**src/rtl/ped_crossing_ctrl.sv**
```systemverilog
// Pedestrian crossing controller: IDLE/WALK/CLEAR FSM with tick divider and countdown.
// Outputs are registered images of the control state, so they trail it by one cycle.
module ped_crossing_ctrl #(
   parameter int unsigned CNT_W      = 7,
   parameter int unsigned WALK_TIME  = 10,
   parameter int unsigned CLEAR_TIME = 20,
   parameter int unsigned TICK_DIV   = 4
) (
   input  logic             clk,
   input  logic             reset,
   input  logic             button,
   input  logic             grant,
   output logic             walk_light,
   output logic             hand_light,
   output logic [CNT_W-1:0] count,
   output logic             count_valid,
   output logic             ped_request,
   output logic             cycle_done
);

   localparam int unsigned DivW = (TICK_DIV > 1) ? $clog2(TICK_DIV) : 1;

   typedef enum logic [1:0] {StIdle, StWalk, StClear} state_e;

   state_e            state_q, state_d;
   logic [CNT_W-1:0]  timer_q, timer_d;
   logic [DivW-1:0]   div_q, div_d;
   logic              flash_q, flash_d;
   logic              ped_req_q, ped_req_d;
   logic              done_q, done_d;

   logic              walk_q, walk_d;
   logic              hand_q, hand_d;
   logic [CNT_W-1:0]  count_q, count_d;
   logic              count_valid_q, count_valid_d;
   logic              cycle_done_q, cycle_done_d;

   logic              tick;
   logic              expire;

   assign tick   = (div_q == DivW'(TICK_DIV - 1));
   // grant=0 and the final tick lead to the same next state, so no extra arbitration is needed
   assign expire = !grant || (tick && (timer_q == CNT_W'(1)));

   always_comb begin
      state_d   = state_q;
      timer_d   = timer_q;
      div_d     = tick ? '0 : div_q + DivW'(1);
      flash_d   = flash_q;
      ped_req_d = ped_req_q;
      done_d    = 1'b0;
      unique case (state_q)
         StIdle: begin
            div_d   = '0;
            timer_d = '0;
            if (button) ped_req_d = 1'b1;
            if ((ped_req_q || button) && grant) begin
               state_d   = StWalk;
               timer_d   = CNT_W'(WALK_TIME);
               ped_req_d = 1'b0;
            end
         end
         StWalk: begin
            if (expire) begin
               state_d = StClear;
               timer_d = CNT_W'(CLEAR_TIME);
               div_d   = '0;
               flash_d = 1'b1;
            end else if (tick) begin
               timer_d = timer_q - CNT_W'(1);
            end
         end
         StClear: begin
            if (button) ped_req_d = 1'b1;
            if (tick) flash_d = ~flash_q;
            if (expire) begin
               state_d = StIdle;
               timer_d = '0;
               div_d   = '0;
               flash_d = 1'b1;
               done_d  = 1'b1;
            end else if (tick) begin
               timer_d = timer_q - CNT_W'(1);
            end
         end
         default: begin
            state_d = StIdle;
            timer_d = '0;
            div_d   = '0;
         end
      endcase
   end

   always_comb begin
      walk_d        = (state_q == StWalk);
      hand_d        = (state_q == StClear) ? flash_q : (state_q != StWalk);
      count_d       = (state_q == StClear) ? timer_q : '0;
      count_valid_d = (state_q == StClear);
      cycle_done_d  = done_q;
   end

   always_ff @(posedge clk) begin
      if (reset) begin
         state_q       <= StIdle;
         timer_q       <= '0;
         div_q         <= '0;
         flash_q       <= 1'b1;
         ped_req_q     <= 1'b0;
         done_q        <= 1'b0;
         walk_q        <= 1'b0;
         hand_q        <= 1'b1;
         count_q       <= '0;
         count_valid_q <= 1'b0;
         cycle_done_q  <= 1'b0;
      end else begin
         state_q       <= state_d;
         timer_q       <= timer_d;
         div_q         <= div_d;
         flash_q       <= flash_d;
         ped_req_q     <= ped_req_d;
         done_q        <= done_d;
         walk_q        <= walk_d;
         hand_q        <= hand_d;
         count_q       <= count_d;
         count_valid_q <= count_valid_d;
         cycle_done_q  <= cycle_done_d;
      end
   end

   assign walk_light  = walk_q;
   assign hand_light  = hand_q;
   assign count       = count_q;
   assign count_valid = count_valid_q;
   assign ped_request = ped_req_q;
   assign cycle_done  = cycle_done_q;

endmodule

```
**config.mk**
```make
export PLATFORM = sky130hd
export DESIGN_NAME = ped_crossing_ctrl
export DESIGN_NICKNAME = d
export VERILOG_FILES = /design/src/rtl/ped_crossing_ctrl.sv
export SDC_FILE = /design/constraint.sdc
export NUM_CORES = 1
export LEC_CHECK = 0
export CORE_MARGIN = 1.5
export CORE_UTILIZATION = 55
export DETAILED_ROUTE_END_ITERATION = 12
export GPL_ROUTABILITY_DRIVEN = 0
export GPL_TIMING_DRIVEN = 1
export PLACE_DENSITY = 0.81
export SKIP_LAST_GASP = 1
export SLEW_MARGIN = 20
export SYNTH_ARGS = -nofsm -noshare
export SYNTH_HDL_FRONTEND = slang
export SYNTH_SLANG_ARGS = --single-unit
```
**constraint.sdc**
```tcl
create_clock -name clk -period 2.7 [get_ports clk]
set_input_delay 0.54 -clock clk [delete_from_list [all_inputs] [get_ports clk]]
set_output_delay 0.54 -clock clk [all_outputs]
set_load 0.02 [all_outputs]
```
# == After elaboration in Yosys (flattened, before gate mapping) ==
# Index checks and enable logic that the tools add are counted.
# totals
register_bits,25
latch_bits,0
ram_bits,0
romBits,0
inputBits,4
out_inout_bits,12
word_cells,56
mem_count,0
# classes
add_sub_neg,2
n_mul,0
div,0
n_lt_le_gt_ge,0
n_eq_ne,9
shift,0
mux,18
n_bitwise,3
reduce_logical,13
# ops
cell,count
7-bit 2-to-1 mux,3
7-bit one-hot mux with 3 select lines,1
7-bit by 1-bit equality test with 1-bit output (second input constant),1
1-bit 2-to-1 mux,7
7-bit by 1-bit subtractor with 7-bit output (second input constant),1
2-bit 2-to-1 mux,3
2-bit by 1-bit != test with 1-bit output (second input constant),3
2-bit one-hot mux with 3 select lines,1
3-bit AND reduction,2
2-bit equality test (second input constant),2
4-bit 2-to-1 mux,1
1-bit one-hot mux with 2 select lines,2
2-bit nonzero test,2
2-bit OR reduction,2
4-bit OR reduction,1
3-bit by 1-bit != test with 1-bit output (second input constant),1
1-bit NOT,3
2-bit by 1-bit adder with 2-bit output (second input constant),1
2-bit by 1-bit equality test with 1-bit output (second input constant),1
1-bit logical AND,2
2-bit zero test,1
1-bit logical OR,2
2-bit != test (second input constant),1
1-bit zero test,1

# == Longest topological paths before layout ==
# Gate-level depths: netlist of the first run.
# logic_depth
word_depth,5
ltp_mapped,6
ltp_nobuf,6

# == Worst setup path after synthesis of the first run ==
# OpenSTA, ideal clock, no wires.
# synth_path
path_kind,register to register
startpoint,register div_q[0]
endpoint,register timer_q[2]
setup_time_ps,103
arrival_time_ps,1388
required_time_ps,2597
setup_slack_ps,1209
stages_incl_launch_ff,6
path_buffers,0
synth_period_minus_slack_ps,1491
path_cell_list,dfxtp_1 -> ha_1 -> and3b_2 -> a21oi_1 -> nor2_1 -> a2111oi_2
# synth_via
elab_chain_cells,5
word_cells_on_any_way,7
cone_classes,eq/ne (1); mux (4); reduce/logical (2)
# synth_rtl
item,line_no,text
"start, declared",27,"logic [DivW-1:0] div_q, div_d;"
"start signal, assigned",118,div_q <= div_d;
2-bit equality test (*),41,assign tick = (div_q == DivW'(TICK_DIV - 1));
1-bit logical AND,43,assign expire = !grant || (tick && (timer_q == CNT_W'(1)));
1-bit logical OR,43,
7-bit 2-to-1 mux (on tied branches),"76, 64",
7-bit one-hot mux with 3 select lines (*),52,unique case (state_q)
"end signal, assigned",117,timer_q <= timer_d;
"end, declared",26,"logic [CNT_W-1:0] timer_q, timer_d;"
# Every way passes the cells marked *; elsewhere a longest branch is shown, timed or not.
# A chain may end at the register's enable or synchronous reset.

# == Worst setup path in the final report of the first run ==
# layout_path
startpoint,register ped_req_q (netlist: ped_request)
endpoint,output port ped_request
# layout_rtl
item,line_no,text
"start, declared",29,"logic ped_req_q, ped_req_d;"
"start signal, assigned",120,ped_req_q <= ped_req_d;
"end, declared",17,"output logic ped_request,"
# No word-level cell between the ends.

==> summary.md, run 1 <==
| Metric | Value |
|---|---|
| Num CTS Buffers | 3 |
| Critical path startpoint category | flop |
| Setup TNS | 0 ns |
| Vias post-DR | 781 |
| Compound-Gate Fraction of Synth Area | 0.142 |
| Ys async rst share | 0 |
| Max-Slew Margin vs Limit | 0.610 |
| RSZ-0062 raised after global routing | no |
| H-tree lvl count | 1 |
| Routed len/inst | 12.5 um |
| Placeable Area | 1780 sq um |
| Wire length on met3 | 62 um |
| Post-synthesis to final-layout area growth | 19.1% |
| Dpl cells | 142 |
| PostCTS Resize Cnt | 0 |
| Crit path kind | flop to primary output |
| HPWL reported at the end of detailed placement | 1390 um |
| Synth Area per Inst | 10.4 sq um |
| Worst-Margin Slew | 0.584 ns |
| Crit path depth | 1 |
| CTS max path bufs | 2 |
| Worst EP arrival | between 1 and 1.5 ns |
| CP top delay family | buffers and inverters |
| Fin crit period | between 1.5 and 2 ns |
| Antenna cells | 0 |
| I/O Pins | 16 |
| First-pass GRT wire length | 3040 um |
| Horiz. Die Dim | 47.1 um |
| Final Non-Filler Cells | 146 |
| Syn Nets | 114 |
| VDD IR-drop max | between 0.3 and 0.4 mV |
| Fin crit share | 0.688 |
| Nets@finish | 133 |
| Routed wl met2 | 879 um |
| Critical Path RT | between 2 and 2.5 ns |
| Top sig layer | met4 |
| Worst Path Max Fanout | 3 |
| Pre-antenna DRT Iters | 4 |
| DR iter-0 viols | 9 |
| Max-cap violation count | 0 |
| Post-synth top flop | dfxtp_1 |
| Class of the worst hold path | flop to flop |
| Die footprint | 2220 sq um |
| Initial antenna violation count | 0 |
| Status | complete, no violations |
| Crit end category | primary output |
| Clock latency on the worst-skew pair | 0.32 ns |
| Antenna viol nets, final | 0 |
| Most common cell after layout, fill and taps aside | dfxtp_1 |
| Post-Synth Simple-Gate Area | 0.227 |
| Post-CTS Hold Buffers | 0 |
| Largest net degree at the start of global routing | 17 |
| R2r worst-path depth | 5 |
| Leak | 0.470 nW |
| Yosys reg bits | 25 |
| Via-per-instance ratio | 5.35 |
| Post-CTS Setup Inserts | 0 |
| Critical path buffers and inverters | 1 |
| Synth Area in XOR/XNOR | 0.0492 |
| Starting density of the core | 0.599 |
| Pwr dens | 490 nW/um^2 |
| Die H | 47.1 um |
| Hold depth | 1 |
| CTS clk-pin slew, worst paths | ~0.13 ns |
| Main combinational cell family by area after synthesis | simple AND/OR/NAND/NOR gates |
| Grt ovf | 0 |
| Global Route Usage Sum | 0.196 |
| Share of cells above drive strength 1 | 0.107 |
| Clock Sinks | 25 |
| Final WL | 1830 um |
| Post-route DRC | 0 |
| Metal-1 WL | 854 um |
| Seq/Total Area, Yosys | 0.468 |
| Crit-path cells | clkdlybuf4s50_1 |
| Syn Inst Count | 103 |
| IO buf count | 15 |
| Pwr Total | 623 uW |
| Post-synthesis adder-cell area fraction | 0.0820 |
| Critical path's slowest cell | clkdlybuf4s50_1 |
| CTS tree | done |
| Rows | 15 |
| Synth Cell Area | approximately 1100 sq um |
| Clock Skew | 0.00579 ns |
| Slowest Stage Delay on Critical Path | 0.62 ns |
| Synth warn | 0 |
| Mux cell area share after synthesis | 0.0105 |
| # setup viols final | 0 |
| Number of enable flip-flop cells after synthesis | 0 |
| Distinct cells, synth | 34 |
| Peak Freq | 539 MHz |
| Most frequent cells in the layout | dfxtp_1 (25), clkdlybuf4s50_1 (15), nor2_1 (10), ha_1 (7) |
| Fin. Hold Viols | 0 |
| Max Slew Vio Count | 0 |
| Root buffer cell | clkbuf_4 |
| Vias in the first global route | 736 |
[synthesized netlist by cell type, types with 2 or more instances]
master / instances / area share
nand2_1: 5 / 0.018
ha_1: 7 / 0.082
a21oi_1: 2 / 0.0094
nand3_1: 3 / 0.014
and2_1: 5 / 0.029
o21a_1: 2 / 0.014
xnor2_1: 3 / 0.025
xor2_1: 3 / 0.025
nor3_1: 4 / 0.019
dfxtp_1: 25 / 0.47
o21ai_0: 4 / 0.019
nor2b_1: 4 / 0.023
inv_1: 5 / 0.018
nor2_1: 10 / 0.035
a2111oi_2: 2 / 0.028
[routing by layer]
| metal | up-vias | global-route usage |
|---|---|---|
| met5 | - | 0 |
| met1 | 364 | 0.246 |
| met2 | 16 | 0.323 |
| met3 | 5 | 0.0385 |
| li1 | 396 | - |
| met4 | 0 | 0.0889 |
[through the flow]
stage / util / instance area (sq um) / setup WS, ns / hold slack (ns)
3_5_place_dp: 0.699 / 1250 / 0.707 / 0.433
5_1_grt: 0.714 / 1270 / 0.809 / 0.463
2_1_floorplan: - / 1070 / 1.21 / 0.404
6_report: 0.714 / 1270 / 0.843 / 0.446
4_1_cts: 0.714 / 1270 / 0.852 / 0.451
3_3_place_gp: 0.699 / 1250 / 0.728 / 0.418
[cell families (layout without fill, tap and decap cells)]
kind of cell,after synthesis,in the layout
fa+ha+maj,7,7
xor+xnor,6,6
flops,25,25
compound gates,17,17
simple gates,41,41
buf+inv,6,24
mux,1,1
[flip-flops by register name (all words and copies together), names as in the netlist]
register,cells
count,7
timer_q,7
div_q,2
state_q,2
count_valid,1
cycle_done,1
cycle_done_d,1
flash_q,1
hand_light,1
ped_request,1
walk_light,1
[final timing paths]
kind                                  start           to  slack (ns)
worst min-delay path               div_q[0]     div_q[0]        0.45
worst max-delay path            ped_request  ped_request        0.84
worst min register to register     div_q[0]     div_q[0]        0.45
worst max register to register     div_q[0]   timer_q[4]        0.96
[final cells by class]
class | count | area (sq um)
multi-input cells | 72 | 546
fillers | 129 | 510
flip-flops and latches | 25 | 500
repair buffers | 15 | 150
well taps | 25 | 31.3
clock buffers | 4 | 26.3
inverters | 5 | 18.8
[power breakdown]
part           switching (mW)  internal, mW  leakage (nW)
clock network           0.107        0.0579        0.0150
logic                  0.0397        0.0335         0.253
registers             0.00757         0.378         0.202
total                   0.154         0.469         0.470
(Power assumes the default switching activity.)
==> run 2: changes to the inputs <==
Settings changed: CORE_UTILIZATION 55 to 46, PLACE_DENSITY 0.81 to 0.72.
Clock period 2.7 ns to 1.5 ns, I/O delays scaled along.
==> run 2 against run 1 <==
The flow now finishes with violations (setup timing). Sequential power grew 81%. Critical path depth grew 5. Cell area grew 20%. Sequential share of layout area shrank 6.2 points. Hold slack gained 0.013 ns. Utilization shrank 2.3 points. Largest cell class unchanged.
==> summary.md, run 2 (synthesis results as in run 1) <==
| Metric | Value |
|---|---|
| Post-synthesis to final-layout area growth | 43.1% (was 19.1%) |
| Fin crit period | roughly 1.5 ns |
| Num CTS Buffers | 3 (unchanged) |
| Most frequent cells in the layout | dfxtp_1 (20), buf_4 (19), dlygate4sd2_1 (12), nor2_1 (9) (was dfxtp_1 (25), clkdlybuf4s50_1 (15), nor2_1 (10), ha_1 (7)) |
| Final WL | 2410 um (was 1830 um) |
| DR iter-0 viols | 11 (was 9) |
| Die footprint | 2620 sq um (was 2220 sq um) |
| Pwr dens | 791 nW/um^2 (was 490 nW/um^2) |
| Antenna viol nets, final | 0 (unchanged) |
| Antenna cells | 0 (unchanged) |
| Clock Sinks | 25 (unchanged) |
| Global Route Usage Sum | 0.201 (was 0.196) |
| Peak Freq | 646 MHz |
| Switching share of power | 0.273 (was 0.248) |
| Clock latency on the worst-skew pair | 0.33 ns (was 0.32 ns) |
| CTS clk-pin slew, worst paths | 0.15 ns (was 0.13 ns) |
| Starting density of the core | 0.483 (was 0.599) |
| Crit path kind | flop to flop (was flop to primary output) |
| Sequential share of power | 0.575 (was 0.618) |
| Largest net degree at the start of global routing | 15 (was 17) |
| CTS max path bufs | 2 (unchanged) |
| Placeable Area | 2210 sq um (was 1780 sq um) |
| Worst-Margin Slew | 0.334 ns (was 0.584 ns) |
| Min-delay src | cycle_done_d (was div_q[0]) |
| Initial antenna violation count | 0 (unchanged) |
| Most common cell after layout, fill and taps aside | dfxtp_1 (unchanged) |
| Crit end category | flop (was primary output) |
| Post-route DRC | 0 (unchanged) |
| Root buffer cell | clkbuf_4 (unchanged) |
| Max Slew Vio Count | 0 (unchanged) |
| Combinational share of power | 0.163 (was 0.117) |
| Worst Hold End | cycle_done (was div_q[0]) |
| Die H | 51.2 um (was 47.1 um) |
| Fin worst setup slack | -0.0473 ns (was 0.843 ns) |
| Nets@finish | 155 (was 133) |
| Fin. Hold Viols | 0 (unchanged) |
| Grt ovf | 0 (unchanged) |
| Int Pwr | 879 uW (was 469 uW) |
| Rows | 17 (was 15) |
| Net Switching | 330 uW (was 154 uW) |
| Reg2Reg Launch Point | timer_q[1] (was div_q[0]) |
| Vias in the first global route | 872 (was 736) |
| Class of the worst hold path | flop to flop (unchanged) |
| VDD IR-drop max | 0.585 mV (was 0.367 mV) |
| Final Util | 0.691 (was 0.714) |
| Share of cells above drive strength 1 | 0.371 (was 0.107) |
| Leak | 0.646 nW (was 0.470 nW) |
| Via-per-instance ratio | 5.09 (was 5.35) |
| RSZ-0062 raised after global routing | yes (was no) |
| # setup viols final | 1 (was 0) |
| First-pass GRT wire length | 3790 um (was 3040 um) |
| Clock power frac | 0.263 (was 0.265) |
| H-tree lvl count | 1 (unchanged) |
| Final hold slack | 0.459 ns (was 0.446 ns) |
| Max-Slew Margin vs Limit | 0.776 (was 0.610) |
| Post-CTS Hold Buffers | 0 (unchanged) |
| IO buf count | 15 (unchanged) |
| HPWL reported at the end of detailed placement | 1560 um (was 1390 um) |
| Fin crit share | 1.03 |
| Routed len/inst | 14.1 um (was 12.5 um) |
| Critical Path RT | 1.72 ns (was 2.16 ns) |
| Worst EP arrival | 1.77 ns (was 1.32 ns) |
| R2r worst-path depth | 6 (was 5) |
| Worst R2R End | state_q[1] (was timer_q[4]) |
| Pre-antenna DRT Iters | 4 (unchanged) |
| Vias post-DR | 871 (was 781) |
| R2R Setup Slk | -0.05 ns (was 0.96 ns) |
| Fillers | 168 (was 129) |
| CTS tree | done (unchanged) |
| Max-cap violation count | 0 (unchanged) |
| Clock Skew | 0.0125 ns (was 0.00579 ns) |
| Critical path startpoint category | flop (unchanged) |
| Hold depth | 1 (unchanged) |
| Failing checks | setup timing |
| Horiz. Die Dim | 51.2 um (was 47.1 um) |
| Worst slack at placement | -0.218 ns (was 0.707 ns) |
| Status | finished, violations left (was complete, no violations) |
| Worst Path Max Fanout | 6 (was 3) |
| I/O Pins | 16 (unchanged) |
run 2: cell count changes in the layout (fill, tap and decap cells not counted), moves of 3 or more:
cell,change
buf_4,+19
dlygate4sd2_1,+12
clkdlybuf4s50_1,-12
ha_1,-3
buf_6,+3
dfxtp_2,+5
dfxtp_1,-5
run 2: metal layers:
layer | vias to the layer above | global-route usage | wire (um) | share of wire
li1 | 440 | - | - | -
met1 | 407 | 0.225 | 1040 | 0.43
met2 | 20 | 0.335 | 1230 | 0.51
met3 | 4 | 0.0322 | 74 | 0.031
met4 | 0 | 0.162 | 61 | 0.025
met5 | - | 0 | 0 | 0
run 2: worst max path at each step:
stage	from	end	slack, ns	cells past startpoint
floorplan	div_q[0]	timer_q[2]	0.009	5
global placement	grant	timer_q[2]	-0.13	5
detailed placement	grant	timer_q[4]	-0.22	5
CTS	timer_q[1]	timer_q[4]	-0.05	7
global route	timer_q[1]	timer_q[4]	-0.05	7
finish	timer_q[1]	state_q[1]	-0.05	6
run 2: cell type report:
type	instances	area, sq um	area share
Multi-Input combinational cell	72	629	0.412
Sequential cell	25	507	0.331
Timing Repair Buffer	37	312	0.204
Tap cell	28	35.0	0.0229
Clock buffer	3	22.5	0.0147
Inverter	5	18.8	0.0123
Clock inverter	1	5.00	0.00327
run 2: what timing repair did:
item | in CTS | in global routing
cloned | 0 | 0
buffers inserted | 1 | 5
setup endpoints to repair | 19 | 8
gates resized for setup | 25 | 16
pin swaps | 6 | 6
run 2: power by group through the flow:
stage / Combinational [mW] / Clock (mW) / Sequential [mW]
finish: 0.197 / 0.318 / 0.695
global route: 0.212 / 0.352 / 0.697
CTS: 0.170 / 0.308 / 0.694
detailed placement: 0.159 / 0 / 0.707
global placement: 0.157 / 0 / 0.706
floorplan: 0.0847 / 0 / 0.713
run 2: through the flow:
stage                     TNS (ns)  instances  total power [mW]  cell area [sq um]
after floorplan                  0        103             0.798               1070
after global placement      -0.556        161             0.862               1370
after detailed placement    -0.906        161             0.867               1370
after CTS                  -0.0499        166              1.17               1430
after global routing        -0.220        171              1.26               1530
final                      -0.0473        171              1.21               1530
run 2: worst max-delay path, stage by stage (launching register included):
cell	delay [ns]
dfxtp_2	0.37
inv_2	0.05
ha_2	0.16
and3b_2	0.24
a21boi_4	0.27
o21ai_0	0.18
o311a_1	0.17
==> run 3: changes to the inputs <==
Settings changed: GPL_TIMING_DRIVEN 1 to 0.
==> run 3 against run 2 <==
The flow still finishes with violations (setup timing). Hold slack lost 0.0093 ns. Maximum frequency up 3.0%. First-iteration DRC count is 73% lower. Setup slack improved by 0.044 ns. Final cell count shrank 8.8%. Sequential share of layout area rose by 4.0 points. Total power is 4.9% lower. Non-clock buffer count shrank 15. Wire length down 20%. Die area stayed put. Critical path type unchanged. Highest routed layer unchanged.
==> summary.md, run 3 (synthesis results as in run 1) <==
| Metric | Value |
|---|---|
| Horiz. Die Dim | 51.2 um (unchanged) |
| Critical path buffers and inverters | 1 (unchanged) |
| Nets@finish | 140 (was 155) |
| Die H | 51.2 um (unchanged) |
| GR Layer Usage met3 | 0.0292 (was 0.0322) |
| Worst EP arrival | 1.73 ns (was 1.77 ns) |
| Most frequent cells in the layout | dfxtp_1 (18), dlygate4sd2_1 (12), nor2_1 (9), dfxtp_2 (7), buf_4 (6) (was dfxtp_1 (20), buf_4 (19), dlygate4sd2_1 (12), nor2_1 (9)) |
| Global Route Usage Sum | 0.162 (was 0.201) |
| CP top delay family | compound AO/OA/AOI/OAI gates (unchanged) |
| Worst-Margin Slew | 0.479 ns (was 0.334 ns) |
| Final WL | 1920 um (was 2410 um) |
| Fin. Hold Viols | 0 (unchanged) |
| Worst Path Max Fanout | 8 (was 6) |
| Pwr Total | 1.15 mW (was 1.21 mW) |
| Post-route DRC | 0 (unchanged) |
| H-tree lvl count | 1 (unchanged) |
| RSZ-0062 raised after global routing | yes (unchanged) |
| Critical path's slowest cell | dfxtp_2 (unchanged) |
| CTS tree | done (unchanged) |
| Share of cells above drive strength 1 | 0.273 (was 0.371) |
| Vias post-DR | 779 (was 871) |
| Largest net degree at the start of global routing | 14 (was 15) |
| Pre-antenna DRT Iters | 3 (was 4) |
| Slowest Stage Delay on Critical Path | 0.37 ns (about the same) |
| Vias in the first global route | 730 (was 872) |
| CTS clk-pin slew, worst paths | 0.13 ns (was 0.15 ns) |
| Peak Freq | 665 MHz (was 646 MHz) |
| Grt ovf | 0 (unchanged) |
| CTS max path bufs | 2 (unchanged) |
| Post-CTS Hold Buffers | 0 (unchanged) |
| First-pass GRT wire length | 3110 um (was 3790 um) |
| Via-per-instance ratio | 4.99 (was 5.09) |
| Reg2Reg Launch Point | timer_q[1] (unchanged) |
| Max-Slew Margin vs Limit | 0.676 (was 0.776) |
| VDD IR-drop max | 0.499 mV (was 0.585 mV) |
| Critical path startpoint category | flop (unchanged) |
| Post-synthesis to final-layout area growth | 28.5% (was 43.1%) |
| Crit path kind | flop to flop (unchanged) |
| Num CTS Buffers | 3 (unchanged) |
| Critical Path RT | 1.73 ns (was 1.72 ns) |
| Fin crit period | 1.50 ns (was 1.55 ns) |
| Clock latency on the worst-skew pair | 0.32 ns (was 0.33 ns) |
| Status | finished, violations left (unchanged) |
| Die footprint | 2620 sq um (unchanged) |
| Antenna cells | 0 (unchanged) |
| IO buf count | 15 (unchanged) |
| Routed len/inst | 12.3 um (was 14.1 um) |
| Fin worst setup slack | -0.00289 ns (was -0.0473 ns) |
| Root buffer cell | clkbuf_4 (unchanged) |
| Rows | 17 (unchanged) |
| DR iter-0 viols | 3 (was 11) |
| Min-delay src | div_q[0] (was cycle_done_d) |
| Crit end category | flop (unchanged) |
| Class of the worst hold path | flop to flop (unchanged) |
| Max-cap violation count | 0 (unchanged) |
| Clock Sinks | 25 (unchanged) |
| Met1 usage | 0.198 (was 0.225) |
| Fin crit share | 1.00 (was 1.03) |
| Final Util | 0.620 (was 0.691) |
| Top Usage Layer GRT | met2 (unchanged) |
| # setup viols final | 1 (unchanged) |
| Fillers | 196 (was 168) |
| Crit-path cells | inv_2, ha_2, and3b_2, a21boi_4, nand3b_1, a31o_2 (was inv_2, ha_2, and3b_2, a21boi_4, o21ai_0, o311a_1) |
| Max Slew Vio Count | 0 (unchanged) |
| Most common cell after layout, fill and taps aside | dfxtp_1 (unchanged) |
| Antenna viol nets, final | 0 (unchanged) |
| Initial antenna violation count | 0 (unchanged) |
| Crit path from | timer_q[1] (unchanged) |
| Pwr dens | 838 nW/um^2 (was 791 nW/um^2) |
| HPWL reported at the end of detailed placement | 1360 um (was 1560 um) |
| Met2 GRT Util | 0.260 (was 0.335) |
| Placeable Area | 2210 sq um (unchanged) |
| Starting density of the core | 0.483 (unchanged) |
| Leak | 0.554 nW (was 0.646 nW) |
| Failing checks | setup timing (unchanged) |
| Clock Skew | 0.000927 ns (was 0.0125 ns) |
| I/O Pins | 16 (unchanged) |
## run 3: layer usage
layer	wire length [um]	vias up	part of all wire
met2	920	15	0.48
met1	873	350	0.46
met4	51	0	0.027
met5	0	-	0
met3	73	5	0.038
li1	-	409	-
## run 3: cell type report
| class | instances | area [sq um] | share of cell area |
|---|---|---|---|
| Sequential cell | 25 | 509 | 0.371 |
| Inverter | 5 | 18.8 | 0.0137 |
| Multi-Input combinational cell | 72 | 599 | 0.437 |
| Clock buffer | 4 | 26.3 | 0.0191 |
| Buffer | 1 | 3.75 | 0.00273 |
| Tap cell | 28 | 35.0 | 0.0255 |
| Timing Repair Buffer | 21 | 180 | 0.131 |
## run 3: repair_timing
item | CTS | global route
resized for setup | 24 | 9
setup buffers | 4 | 2
endpoints found under the setup margin | 22 | 15
pin swaps | 6 | 4
cloned | 0 | 0
## run 3: power breakdown
| group | total (mW) | internal, mW | switching (mW) |
|---|---|---|---|
| clock | 0.298 | 0.104 | 0.194 |
| combinational | 0.155 | 0.0740 | 0.0808 |
| sequential | 0.697 | 0.681 | 0.0158 |
## run 3: worst paths after layout
kind | end | slack, ns | depth (start not counted)
min reg2reg | div_q[0] | 0.45 | 1
min | div_q[0] | 0.45 | 1
max | flash_q | -0.003 | 6
max reg2reg | flash_q | -0.003 | 6
## run 3: metrics by stage
| stage | TNS (ns) | hold WS [ns] | std cells | cell area [sq um] | setup slack [ns] |
|---|---|---|---|---|---|
| 2_1_floorplan | 0 | 0.369 | 103 | 1070 | 0.00852 |
| 3_3_place_gp | -1.78 | 0.414 | 146 | 1250 | -0.226 |
| 3_5_place_dp | -2.07 | 0.425 | 146 | 1250 | -0.275 |
| 4_1_cts | 0 | 0.467 | 154 | 1330 | 0.00842 |
| 5_1_grt | -0.482 | 0.461 | 156 | 1370 | -0.0727 |
| 6_report | -0.00289 | 0.449 | 156 | 1370 | -0.00289 |
